$ cat config.mk
export PLATFORM = sky130hd
export DESIGN_NAME = toy_bus_dtcm_sched
export DESIGN_NICKNAME = d
export VERILOG_FILES = /design/src/rtl/toy_bus_pkg.sv /design/src/rtl/toy_bus_os_cnt.sv /design/src/rtl/toy_bus_dtcm_sched.sv
export SDC_FILE = /design/constraint.sdc
export NUM_CORES = 1
export LEC_CHECK = 0
export CAP_MARGIN = 25
export CORE_AREA = 5 5 778 780
export CTS_CLUSTER_SIZE = 14
export DETAILED_ROUTE_END_ITERATION = 10
export DIE_AREA = 0 0 783 785
export GPL_TIMING_DRIVEN = 0
export PLACE_DENSITY_LB_ADDON = 0.1
export SYNTH_ARGS = -nofsm -noshare
export SYNTH_HDL_FRONTEND = slang
export SYNTH_SLANG_ARGS = --single-unit
$ cat constraint.sdc
create_clock -name clk -period 3.8 [get_ports clk]
set_input_delay 0.38 -clock clk [delete_from_list [all_inputs] [get_ports clk]]
set_output_delay 0.38 -clock clk [all_outputs]
set_load 0.05 [all_outputs]
$ cat src/rtl/toy_bus_pkg.sv
// ---------------------------------------------------------------------------
// toy_bus_pkg
//   Shared types for the toy bus DTCM scheduler.
//   - toy_bus_req_t / toy_bus_ack_t : packed request/ack payloads
//   - REQ_W / ACK_W                 : payload widths (361 / 297)
//   - OS_CNT_W                      : outstanding-counter width
//   - sched_state_e                 : scheduler FSM states
// ---------------------------------------------------------------------------
package toy_bus_pkg;

  localparam int unsigned REQ_W    = 361;
  localparam int unsigned ACK_W    = 297;
  localparam int unsigned OS_CNT_W = 4;

  typedef struct packed {
    logic [31:0]  addr;
    logic [31:0]  strb;
    logic [255:0] data;
    logic         opcode;
    logic [3:0]   src_id;
    logic [3:0]   tgt_id;
    logic [31:0]  sideband;
  } toy_bus_req_t;

  typedef struct packed {
    logic         opcode;
    logic [255:0] data;
    logic [31:0]  sideband;
    logic [3:0]   src_id;
    logic [3:0]   tgt_id;
  } toy_bus_ack_t;

  typedef enum logic {
    ARB  = 1'b0,
    LOCK = 1'b1
  } sched_state_e;

endpackage

$ cat src/rtl/toy_bus_os_cnt.sv
// ---------------------------------------------------------------------------
// toy_bus_os_cnt
//   Saturating up/down credit counter tracking outstanding requests of one
//   initiator.
//   Ports:
//     clk, rst      : clock, synchronous active-high reset
//     inc_i         : request handshake this cycle
//     dec_i         : ack handshake this cycle
//     cnt_o         : current outstanding count
//     full_o        : cnt_o has reached MAX
//     underflow_o   : decrement requested while count is 0 (count holds at 0)
// ---------------------------------------------------------------------------
module toy_bus_os_cnt
  import toy_bus_pkg::*;
#(
  parameter int unsigned MAX = 4
) (
  input  logic                clk,
  input  logic                rst,
  input  logic                inc_i,
  input  logic                dec_i,
  output logic [OS_CNT_W-1:0] cnt_o,
  output logic                full_o,
  output logic                underflow_o
);

  logic [OS_CNT_W-1:0] cnt_q, cnt_d;

  always_comb begin
    cnt_d       = cnt_q;
    underflow_o = 1'b0;
    case ({inc_i, dec_i})
      2'b10: begin
        if (cnt_q != '1) begin
          cnt_d = cnt_q + OS_CNT_W'(1);
        end
      end
      2'b01: begin
        if (cnt_q == '0) begin
          underflow_o = 1'b1;
        end else begin
          cnt_d = cnt_q - OS_CNT_W'(1);
        end
      end
      default: ;
    endcase
  end

  always_ff @(posedge clk) begin
    if (rst) begin
      cnt_q <= '0;
    end else begin
      cnt_q <= cnt_d;
    end
  end

  assign cnt_o  = cnt_q;
  assign full_o = (cnt_q >= OS_CNT_W'(MAX));

endmodule

$ cat src/rtl/toy_bus_dtcm_sched.sv
// ---------------------------------------------------------------------------
// toy_bus_dtcm_sched
//   Two-requester scheduler for the DTCM port: round-robin arbitration with a
//   grant lock under backpressure, per-initiator outstanding credit limits,
//   and ack routing by tgt_id. Data paths are purely combinational.
//   Ports:
//     clk, rst                           : clock, sync active-high reset
//     inN_req_vld/rdy/pld  (N=0,1)       : initiator request channels
//     out0_req_vld/rdy/pld               : DTCM request channel
//     out0_ack_vld/rdy/pld               : DTCM ack channel
//     inN_ack_vld/rdy/pld  (N=0,1)       : acks routed back to initiators
//     os0_cnt, os1_cnt                   : outstanding counts
//     bad_ack                            : sticky unmatched-ack/underflow flag
//   Optional (TOY_BUS_DTCM_SCHED_STAT_EN):
//     gnt0_cnt, gnt1_cnt, stall_cnt      : 32-bit wrapping statistics
// ---------------------------------------------------------------------------
module toy_bus_dtcm_sched
  import toy_bus_pkg::*;
#(
  parameter int unsigned MAX_OS = 4,
  parameter logic [3:0]  IN0_ID = 4'd0,
  parameter logic [3:0]  IN1_ID = 4'd1
) (
  input  logic                clk,
  input  logic                rst,
  input  logic                in0_req_vld,
  output logic                in0_req_rdy,
  input  logic [REQ_W-1:0]    in0_req_pld,
  input  logic                in1_req_vld,
  output logic                in1_req_rdy,
  input  logic [REQ_W-1:0]    in1_req_pld,
  output logic                out0_req_vld,
  input  logic                out0_req_rdy,
  output logic [REQ_W-1:0]    out0_req_pld,
  input  logic                out0_ack_vld,
  output logic                out0_ack_rdy,
  input  logic [ACK_W-1:0]    out0_ack_pld,
  output logic                in0_ack_vld,
  input  logic                in0_ack_rdy,
  output logic [ACK_W-1:0]    in0_ack_pld,
  output logic                in1_ack_vld,
  input  logic                in1_ack_rdy,
  output logic [ACK_W-1:0]    in1_ack_pld,
  output logic [OS_CNT_W-1:0] os0_cnt,
  output logic [OS_CNT_W-1:0] os1_cnt,
  output logic                bad_ack
`ifdef TOY_BUS_DTCM_SCHED_STAT_EN
  ,
  output logic [31:0]         gnt0_cnt,
  output logic [31:0]         gnt1_cnt,
  output logic [31:0]         stall_cnt
`endif
);

  sched_state_e state_q, state_d;
  logic         gnt_q, gnt_d;
  logic         prio_q, prio_d;
  logic         bad_ack_q, bad_ack_d;

  logic         full0, full1;
  logic         uf0, uf1;
  logic         elig0, elig1;
  logic         sel;
  logic         req_vld;
  logic         req_hs;
  logic         inc0, inc1, dec0, dec1;
  logic         hit0, hit1;
  toy_bus_ack_t ack;

  assign elig0 = in0_req_vld && !full0;
  assign elig1 = in1_req_vld && !full1;

  // req_vld depends only on state and initiator inputs, never on
  // out0_req_rdy, so the DTCM side sees no rdy->vld loop.
  always_comb begin
    state_d = state_q;
    gnt_d   = gnt_q;
    sel     = 1'b0;
    req_vld = 1'b0;
    case (state_q)
      ARB: begin
        req_vld = elig0 || elig1;
        sel     = (elig0 && elig1) ? prio_q : elig1;
        if (req_vld && !out0_req_rdy) begin
          state_d = LOCK;
          gnt_d   = sel;
        end
      end
      LOCK: begin
        sel     = gnt_q;
        req_vld = gnt_q ? in1_req_vld : in0_req_vld;
        if (req_vld && out0_req_rdy) begin
          state_d = ARB;
        end
      end
      default: state_d = ARB;
    endcase
  end

  assign out0_req_vld = req_vld;
  assign out0_req_pld = sel ? in1_req_pld : in0_req_pld;
  assign in0_req_rdy  = req_vld && !sel && out0_req_rdy;
  assign in1_req_rdy  = req_vld &&  sel && out0_req_rdy;
  assign req_hs       = req_vld && out0_req_rdy;
  assign prio_d       = req_hs ? ~sel : prio_q;

  assign inc0 = req_hs && !sel;
  assign inc1 = req_hs &&  sel;

  // Ack routing by target ID; unmatched acks are sunk and flagged.
  assign ack          = toy_bus_ack_t'(out0_ack_pld);
  assign hit0         = (ack.tgt_id == IN0_ID);
  assign hit1         = (ack.tgt_id == IN1_ID);
  assign in0_ack_vld  = out0_ack_vld && hit0;
  assign in1_ack_vld  = out0_ack_vld && hit1;
  assign in0_ack_pld  = out0_ack_pld;
  assign in1_ack_pld  = out0_ack_pld;
  assign out0_ack_rdy = hit0 ? in0_ack_rdy : (hit1 ? in1_ack_rdy : 1'b1);
  assign dec0         = in0_ack_vld && in0_ack_rdy;
  assign dec1         = in1_ack_vld && in1_ack_rdy;

  assign bad_ack_d = bad_ack_q || uf0 || uf1 ||
                     (out0_ack_vld && !hit0 && !hit1);

  toy_bus_os_cnt #(.MAX(MAX_OS)) u_os0 (
    .clk         (clk),
    .rst         (rst),
    .inc_i       (inc0),
    .dec_i       (dec0),
    .cnt_o       (os0_cnt),
    .full_o      (full0),
    .underflow_o (uf0)
  );

  toy_bus_os_cnt #(.MAX(MAX_OS)) u_os1 (
    .clk         (clk),
    .rst         (rst),
    .inc_i       (inc1),
    .dec_i       (dec1),
    .cnt_o       (os1_cnt),
    .full_o      (full1),
    .underflow_o (uf1)
  );

  always_ff @(posedge clk) begin
    if (rst) begin
      state_q   <= ARB;
      gnt_q     <= 1'b0;
      prio_q    <= 1'b0;
      bad_ack_q <= 1'b0;
    end else begin
      state_q   <= state_d;
      gnt_q     <= gnt_d;
      prio_q    <= prio_d;
      bad_ack_q <= bad_ack_d;
    end
  end

  assign bad_ack = bad_ack_q;

`ifdef TOY_BUS_DTCM_SCHED_STAT_EN
  logic [31:0] gnt0_q, gnt1_q, stall_q;

  always_ff @(posedge clk) begin
    if (rst) begin
      gnt0_q  <= '0;
      gnt1_q  <= '0;
      stall_q <= '0;
    end else begin
      if (inc0) begin
        gnt0_q <= gnt0_q + 32'd1;
      end
      if (inc1) begin
        gnt1_q <= gnt1_q + 32'd1;
      end
      if (req_vld && !out0_req_rdy) begin
        stall_q <= stall_q + 32'd1;
      end
    end
  end

  assign gnt0_cnt  = gnt0_q;
  assign gnt1_cnt  = gnt1_q;
  assign stall_cnt = stall_q;
`endif

endmodule

# After elaboration in Yosys (flattened, before gate mapping)
# Cells that the tools add are included.
[classes]
magnitude_cmp = 2
bitwise_logic = 2
reduce_logical = 36
n_addsub = 4
multipliers = 0
n_eq_ne = 11
mux = 20
shift = 0
div_mod_pow = 0
[ops]
columns = ["operator", "count"]
rows = [
  ["361-bit 2-to-1 mux", 1],
  ["1-bit logical AND", 18],
  ["4-bit 2-to-1 mux", 4],
  ["4-bit one-hot mux with 2 select lines", 2],
  ["4-bit logical NOT", 3],
  ["1-bit 2-to-1 mux", 10],
  ["4-bit by 1-bit adder with 4-bit output (second input constant)", 2],
  ["4-bit by 3-bit greater-or-equal comparator with 1-bit output (second input constant)", 2],
  ["4-bit inequality test (second input constant)", 2],
  ["4-bit by 1-bit subtractor with 4-bit output (second input constant)", 2],
  ["1-bit logical NOT", 6],
  ["1-bit one-hot mux with 2 select lines", 3],
  ["3-bit AND reduction", 2],
  ["2-bit by 1-bit equality test with 1-bit output (second input constant)", 2],
  ["2-bit equality test (second input constant)", 2],
  ["4-bit by 1-bit equality test with 1-bit output (second input constant)", 1],
  ["1-bit logical OR", 4],
  ["2-bit by 1-bit inequality test with 1-bit output (second input constant)", 2],
  ["2-bit inequality test (second input constant)", 2],
  ["2-bit nonzero test", 2],
  ["1-bit NOT", 2],
  ["2-bit AND reduction", 1],
]
[word_totals]
wordCells = 81
output_inout_bits = 970
ramBits = 0
latchBits = 0
regBits = 12
mem_count = 0
romBits = 0

# Longest topological paths before layout
# Gate-level depths: netlist (run 1).
[logic_depth]
ltp_word = 13
ltp_mapped = 12

# By module
# From an unflattened synthesis (run 1), not the netlist that was laid out.
[unflattened]
cells_unflattened = 1112
hier_area_um2 = 11536.1
[by_module_without_submodules]
columns = ["mod", "cells_per_inst", "area_per_inst_um2", "seq_area_each_um2", "n_inst"]
rows = [
  ["toy_bus_dtcm_sched", 1042, 10938.0, 80.1, 1],
  ["toy_bus_os_cnt", 35, 299.0, 80.1, 2],
]

# Worst setup path after synthesis (run 1)
# No wires, ideal clock.
[synth_path]
path_kind = "flip-flop to flip-flop"
start = "register u_os0.cnt_q[2], in the netlist u_os0.cnt_o[2]"
end = "register u_os0.cnt_q[3], in the netlist u_os0.cnt_o[3]"
stages_incl_launch_ff = 12
arrival_time_ns = 3.232
path_buffers = 2
setup_slack_ns = 0.448
t_required_ns = 3.679
path_cell_list = "dfxtp_1 > or4b_1 > a22o_1 > buf_2 > buf_6 > nand3b_1 > ha_1 > ha_1 > nand3_1 > and3_1 > nor4_1 > mux2_2"
[synth_via]
elab_chain_cells = 11
word_cells_on_any_way = 24
cone_classes = "2 x add/sub; 1 x order compare; 5 x eq/ne; 6 x mux; 10 x reduce/logical"
[synth_rtl]
columns = ["item", "line_no", "rtl"]
rows = [
  ["start, declared", "toy_bus_os_cnt.sv:27", "logic [OS_CNT_W-1:0] cnt_q, cnt_d;"],
  ["start signal, assigned", "toy_bus_os_cnt.sv:53", "cnt_q <= cnt_d;"],
  ["4-bit by 3-bit greater-or-equal comparator with 1-bit output", "toy_bus_os_cnt.sv:58", "assign full_o = (cnt_q >= OS_CNT_W'(MAX));"],
  ["1-bit logical NOT", "toy_bus_dtcm_sched.sv:70", "assign elig0 = in0_req_vld && !full0;"],
  ["1-bit logical AND", "toy_bus_dtcm_sched.sv:70", ""],
  ["1-bit logical AND", "toy_bus_dtcm_sched.sv:83", "sel = (elig0 && elig1) ? prio_q : elig1;"],
  ["1-bit 2-to-1 mux", "toy_bus_dtcm_sched.sv:83", ""],
  ["1-bit one-hot mux with 2 select lines", "toy_bus_dtcm_sched.sv:80", "case (state_q)"],
  ["1-bit logical NOT", "toy_bus_dtcm_sched.sv:107", "assign inc0 = req_hs && !sel;"],
  ["1-bit logical AND", "toy_bus_dtcm_sched.sv:107", ""],
  ["2-bit by 1-bit equality test with 1-bit output / 2-bit equality test (equally long branches)", "toy_bus_os_cnt.sv:32", "case ({inc_i, dec_i})"],
  ["2-bit inequality test (no line) (tied with other cells)", "--", ""],
  ["3-bit AND reduction (no line)", "--", ""],
]
# Several ways; a longest one is shown, not always the timed one. The select of a mux whose other input is x is not followed.
# A chain may end at the register's enable or synchronous reset.

# Final worst setup path (run 1)
[layout_path]
start = "register u_os0.cnt_q[2], in the netlist u_os0.cnt_o[2]"
end = "output out0_req_pld[203]"
[layout_via]
elab_chain_cells = 7
[layout_rtl]
columns = ["item", "line_no", "rtl"]
rows = [
  ["4-bit by 3-bit greater-or-equal comparator with 1-bit output", "toy_bus_os_cnt.sv:58", ""],
  ["1-bit logical NOT", "toy_bus_dtcm_sched.sv:70", ""],
  ["1-bit logical AND", "toy_bus_dtcm_sched.sv:70", ""],
  ["1-bit logical AND", "toy_bus_dtcm_sched.sv:83", ""],
  ["1-bit 2-to-1 mux", "toy_bus_dtcm_sched.sv:83", ""],
  ["1-bit one-hot mux with 2 select lines", "toy_bus_dtcm_sched.sv:80", ""],
  ["361-bit 2-to-1 mux", "toy_bus_dtcm_sched.sv:101", "assign out0_req_pld = sel ? in1_req_pld : in0_req_pld;"],
  ["end, declared", "toy_bus_dtcm_sched.sv:34", "output logic [REQ_W-1:0] out0_req_pld,"],
]
# No other way between the ends.

==> results of run 1 <==
-- area by class of cell --
class / count / area (sq um)
sequential: 12 / 244
clock buffer: 4 / 88.8
antenna: 91 / 228
tap: 7865 / 9840
buffer: 635 / 4840
fill: 70300 / 559000
timing repair buffer: 1722 / 17300
multi-input combinational: 450 / 5070
inverter: 14 / 52.6
-- metal layers --
| layer | routed length [um] | share of wire, % |
|---|---|---|
| met1 | 132000 | 38 |
| met2 | 160000 | 46 |
| met3 | 47900 | 14 |
| met4 | 6660 | 1.9 |
| met5 | 685 | 0.20 |
-- where the power goes --
group | switching [W] | internal [W]
Combinational | 0.00481 | 0.00268
Sequential | 0.00000963 | 0.000132
Clock | 0.0000944 | 0.000161
Total | 0.00492 | 0.00297
-- cells in the final DEF, fill, tap and decap left out, types with 2 or more instances in the layout --
master           synthesis  routed
clkdlybuf4s50_1          0    1449
buf_4                  594     641
mux2_2                 294     285
dlygate4sd2_1            0     115
diode_2                  0      91
mux2_4                  69      78
clkdlybuf4s15_2          0      77
buf_2                   30      24
buf_16                   0      17
a21oi_1                 16      15
inv_1                   14      14
buf_6                    8      12
nand2_1                 11      11
dfxtp_1                 12      11
nand3_1                  8       7
nor2_1                   8       6
dlymetal6s2s_1           0       6
clkbuf_2                 0       6
clkbuf_16                0       5
or3_1                    4       4
ha_1                     8       4
buf_12                   0       3
and3_1                   3       3
ha_4                     0       3
clkdlybuf4s18_2          0       3
clkbuf_8                 0       2
and2_1                   2       2
nor2b_1                  2       2
fa_1                     2       2
-- sequential cells by signal (all words and copies together) (netlist names) --
name         flops
bad_ack          1
gnt_q            1
prio_q           1
state_q          1
u_os0.cnt_o      4
u_os1.cnt_o      4
-- repair_timing --
item                                    in CTS  in global routing
buffers inserted                             4                  1
resized for setup                          669                 29
pin swaps                                    1                  1
endpoints found under the setup margin     372                 15
cloned                                       0                  1
-- path summary, 6_finish.rpt --
path	startpoint	endpoint	slack, ns	depth (start not counted)
hold / removal	gnt_q$_SDFFE_PP0P_	gnt_q$_SDFFE_PP0P_	0.51	2
setup / recovery	u_os0.cnt_o[2]$_SDFFE_PP0P_	out0_req_pld[203]	0.05	8
setup reg to reg	u_os0.cnt_o[2]$_SDFFE_PP0P_	u_os0.cnt_o[3]$_SDFFE_PP0P_	0.17	13
hold reg to reg	gnt_q$_SDFFE_PP0P_	gnt_q$_SDFFE_PP0P_	0.51	2
-- through the flow --
step | hold WS [ns] | instance area, sq um | utilization [%]
2_1_floorplan | 0.458 | 9930 | -
3_3_place_gp | 0.520 | 36800 | 6.17
3_5_place_dp | 0.487 | 37200 | 6.23
4_1_cts | 0.510 | 37300 | 6.25
5_1_grt | 0.541 | 37500 | 6.29
6_report | 0.509 | 37700 | 6.32
-- worst max-delay path: cells and delay by family (launching register included) --
kind                   cells  cell delay [ns]
buffers and inverters      5             1.55
muxes                      1             0.27
AOI/OAI and AO/OA          1             0.25
and+or+nand+nor            1             0.53
DFF                        1             0.38
-- kinds of logic after synthesis --
group / Yosys count / share of synthesized area (%)
buffers and inverters: 649 / 48.0
multiplexers: 364 / 43.9
AND/OR/NAND/NOR: 49 / 2.61
AO/OA/AOI/OAI: 25 / 1.55
flip-flops: 12 / 2.42
adder cells (fa/ha/maj): 10 / 1.41
XOR/XNOR: 2 / 0.176
==> impl_metrics.yaml, run 1 <==
placed_design:
  dp.cells: 10700
  dpl_worst_slack_ns: -1.61
  numPortBuffers: 1703
  dpl.hpwl_um: 338000
  gp_congestion: 0.968
synth:
  yosysTopAreaCell: "buf_4"
  synth_commonest_cells: "buf_4 (594), mux2_2 (294), mux2_4 (69)"
  ys_async_sr_fraction_pct: 0
  postSynthCellCount: 1111
  yosysWarnings: 0
  syn-cell-area_sq_um: 9930
  synth_top_area_share_pct: 44.9
  synth.top_cells.by_area: "buf_4 (45%), mux2_2 (33%), mux2_4 (10%), dfxtp_1 (2.4%), buf_2 (1.5%)"
  synth.most_common_cell: "buf_4"
  syn_nets: 2148
  yosysUniqueCellTypes: 39
  ys_dominant_reg_cell: "dfxtp_1"
  seq_area_frac_synth_pct: 2.42
  synth-seq-cells: 12
  synth-edff-count: 0
  synth.avg_cell_area_sq_um: 8.94
setup_path:
  start_kind: "register"
  crit_path_max_fanout: 10
  cp_slowest_cell: "dlygate4sd2_1"
  critical_path.cell_chain: "or4b_4 -> a22o_4 -> buf_12 -> buf_12 -> clkbuf_8 -> buf_2 -> mux2_2 -> dlygate4sd2_1"
  cp-end-kind: "primary output"
  path_class: "register to primary output"
  path_common_cell: "buf_12"
  slowest_delay_ns: 0.77
  critPathRequiredTime_ns: 3.42
  arrival_ns: 3.37
sta:
  period_needed_ns: 3.75
  setup_viol: 0
  fin_setup_tns_ns: 0
  grt_setup_unrepaired: "yes"
  tightest_slew_ns: 1.03
  maxSlewHeadroom_pct: 31.5
  skew_ns: 0.00850
  hold_viol_final: 0
  slew_viol_final: 0
  layout_setup_ws_ns: 0.0528
  fin_crit_sh_pct: 98.6
  fmax_mhz: 267
route:
  vias_per_cell: 1.56
  vias: 16800
  drc_errors: 0
  drt_pre_antenna_iters: 4
  drt_iter0_drc: 715
  ant_nets: 0
  routed_wl_um: 348000
  wire_per_inst_um: 32.2
grt:
  grt_pass1_vias: 16200
  grt_overflow: 0
  antenna_found_initial: 390
  grt_max_degree: 11
  busiest_layer: "met2"
  grtUsageTotal_pct: 10.7
  use_met3_pct: 6.85
  met2_usage_pct: 17.8
  grt_pass1_wl_um: 382000
  met1_usage_pct: 11.8
clocking:
  clkTransAtPathRegs_ns: 0.07
  cts.sinks: 12
  cts_buffer_depth: 2
  insertion_delay_ns: 0.27
  hold_buffers: 0
  cts_made_buffers: 3
  cts_tree: "yes"
  htree_levels: 1
  root_buffer: "clkbuf_16"
layout:
  final_cells: 10800
  area_delta_synth_final_pct: 280
  layout.nets: 3875
  final_layout_size_suffix_gt1_share_pct: 41.2
die:
  ios: 1997
  fp.dieW_um: 783
  die-area_sq_um: 615000
  core_area_sq_um: 597000
  die_h_um: 785
  rows: 284
  start_util_pct: 1.66
flow_run:
  max_cap_viol_count: 0
power:
  power.density_nw_per_um2: 209
  p_leak_nw: 12.3
  p_total_w: 0.00789
  vdd_drop_max_v: 0.000129
hold_path:
  hold_path_class: "register to register"
outcome:
  status: "complete, no violations"
Power figures use the tool's default switching activity.
==> run 2: changes to the inputs <==
--- a/config.mk
+++ b/config.mk
@@ -5,11 +5,11 @@
 export SDC_FILE = /design/constraint.sdc
 export NUM_CORES = 1
 export LEC_CHECK = 0
+export ABC_AREA = 1
 export CAP_MARGIN = 25
-export CORE_AREA = 5 5 778 780
-export CTS_CLUSTER_SIZE = 14
+export CORE_AREA = 5 5 782 784
 export DETAILED_ROUTE_END_ITERATION = 10
-export DIE_AREA = 0 0 783 785
+export DIE_AREA = 0 0 787 789
 export GPL_TIMING_DRIVEN = 0
 export PLACE_DENSITY_LB_ADDON = 0.1
 export SYNTH_ARGS = -nofsm -noshare
==> impl_metrics.yaml, run 2 <==
layout:
  layout_commonest_cell: "clkdlybuf4s50_1"
  final_layout_size_suffix_gt1_share_pct: 27.0
  area_delta_synth_final_pct: 280
  layout.nets: 4681
  final_util_pct: 6.32
  final_cell_mix: "clkdlybuf4s50_1 (1358), nand2_1 (1068), buf_4 (631)"
  final_cells: 11800
synth:
  ys_async_sr_fraction_pct: 0
  yosysWarnings: 0
  synth_top_family_by_area: "buffers and inverters"
  synth-edff-count: 0
  yosysUniqueCellTypes: 18
  seq_area_frac_synth_pct: 2.39
  syn_nets: 2964
  synthMuxAreaShare_pct: 0
  synth.most_common_cell: "nand2_1"
  postSynthCellCount: 1927
  synth-seq-cells: 12
  synth-compound-area-share_pct: 0.797
  ys_dominant_reg_cell: "dfxtp_1"
  synth_commonest_cells: "nand2_1 (1132), buf_4 (622), buf_2 (42)"
  synth_adder_area_share_pct: 1.39
  yosysTopAreaCell: "buf_4"
  yosys.area_share.simple_pct: 44.2
  synth.avg_cell_area_sq_um: 5.22
  syn-cell-area_sq_um: 10100
  synth_xor_area_share_pct: 0.174
  synth_top_area_share_pct: 46.5
  synth.top_cells.by_area: "buf_4 (46%), nand2_1 (42%), dfxtp_1 (2.4%), buf_2 (2.1%), inv_1 (1.3%)"
sta:
  slew_viol_final: 0
  skew_ns: 0.00532
  fin_crit_sh_pct: 96.9
  tightest_slew_ns: 1.04
  setup_viol: 0
  hold_viol_final: 0
  fmax_mhz: 272
  period_needed_ns: 3.68
  maxSlewHeadroom_pct: 30.2
die:
  ios: 1997
  die-area_sq_um: 621000
  core_area_sq_um: 604000
  die_h_um: 789
  rows: 286
  start_util_pct: 1.66
  fp.dieW_um: 787
power:
  power.density_nw_per_um2: 301
  p_leak_nw: 14.4
  vdd_drop_max_v: 0.000134
  p_total_w: 0.0115
clocking:
  htree_levels: 1
  hold_buffers: 0
  clkTransAtPathRegs_ns: 0.05
  cts_made_buffers: 3
  cts.sinks: 12
  insertion_delay_ns: 0.24
  cts_buffer_depth: 2
  cts_tree: "yes"
  root_buffer: "clkbuf_16"
setup_path:
  slowest_delay_ns: 0.48
  crit_path_max_fanout: 11
  critical_path.cell_chain: "clkdlybuf4s50_1 -> nand3_1 -> nand2_1 -> nand2_1 -> nand2_8 -> buf_12 -> inv_12 -> buf_12 -> buf_12 -> buf_6 -> nand2_1 -> nand2_2 -> buf_2"
  path_delay_family: "buffers and inverters"
  arrival_ns: 3.30
  start_kind: "primary input"
  cp_slowest_cell: "clkdlybuf4s50_1"
  critPathRequiredTime_ns: 3.42
  cp-end-kind: "primary output"
  path_class: "primary input to primary output"
  critPathBufInv: 7
grt:
  grt_pass1_wl_um: 446000
  grtUsageTotal_pct: 12.3
  antenna_found_initial: 329
  grt_pass1_vias: 19800
  grt_max_degree: 11
  grt_overflow: 0
flow_run:
  max_cap_viol_count: 0
route:
  drt_pre_antenna_iters: 5
  vias: 19800
  drc_errors: 0
  wire_per_inst_um: 33.9
  ant_nets: 0
  routed_wl_um: 400000
  drt_iter0_drc: 1060
  vias_per_cell: 1.68
placed_design:
  dpl.hpwl_um: 389000
  gp_congestion: 0.959
  dp.cells: 11700
  numPortBuffers: 1703
outcome:
  status: "complete, no violations"
hold_path:
  hold_path_class: "register to register"
-- run 2: final timing paths --
check	from	to	slack, ns	depth (start not counted)
hold reg to reg	prio_q$_SDFFE_PP0N_	prio_q$_SDFFE_PP0N_	0.55	4
setup / recovery	in0_req_vld	out0_req_pld[287]	0.12	13
hold / removal	prio_q$_SDFFE_PP0N_	prio_q$_SDFFE_PP0N_	0.55	4
setup reg to reg	u_os1.cnt_o[2]$_SDFFE_PP0P_	u_os0.cnt_o[3]$_SDFFE_PP0P_	0.36	20
-- run 2: cell type report --
class / instances / area (sq um)
inverters: 37 / 151
well taps: 8064 / 10100
fillers: 71500 / 566000
clock buffers: 3 / 75.1
multi-input cells: 1204 / 4890
plain buffers: 674 / 5070
diodes: 75 / 188
repair buffers: 1712 / 17500
flip-flops and latches: 12 / 243
-- run 2: where the power goes --
part / internal (W) / total (W) / switching (W)
Combinational: 0.00309 / 0.0111 / 0.00804
Clock: 0.000138 / 0.000195 / 0.0000579
Sequential: 0.000137 / 0.000155 / 0.0000179
-- run 2: per-stage QoR --
step	worst slack, ns	setup TNS (ns)	hold WS, ns	cell area [sq um]
after floorplan	1.01	0	0.449	10100
after global placement	-2.33	-535.49	0.540	37200
after detailed placement	-2.16	-519.57	0.544	38100
after CTS	-0.00202	-0.00202	0.551	38000
after global routing	-0.00250	-0.00250	0.584	38000
final	0.118	0	0.546	38200
-- run 2: metal layers --
metal / up-vias / track usage [%] / wire length, um
met5: - / 0 / 713
met4: 110 / 0.807 / 5120
met3: 438 / 5.82 / 42600
met2: 1554 / 21.4 / 191000
met1: 9048 / 14.3 / 160000
li1: 8658 / - / -
-- run 2: logic make-up (layout without fill, tap and decap cells) --
group                      count (synthesis)  count (layout)
buffers and inverters                    711            2426
DFF                                       12              12
adders and majority gates                 10              10
xor gates and xnor gates                   2               2
AOI/OAI and AO/OA                         15              15
and+or+nand+nor                         1177            1177
other                                      0              75
-- run 2: worst reg2reg max path: cells and delay by family (launching register included) --
family	cells	cell delay, ns
AOI/OAI and AO/OA	1	0.14
adders and majority gates	2	0.60
buffers and inverters	6	0.84
DFF	1	0.49
and+or+nand+nor	11	1.26
-- run 2: what timing repair did --
item                                    CTS  global route
gates resized for setup                 870            78
buffers inserted                          3             0
pin swaps                                 1             0
endpoints found under the setup margin  371            70
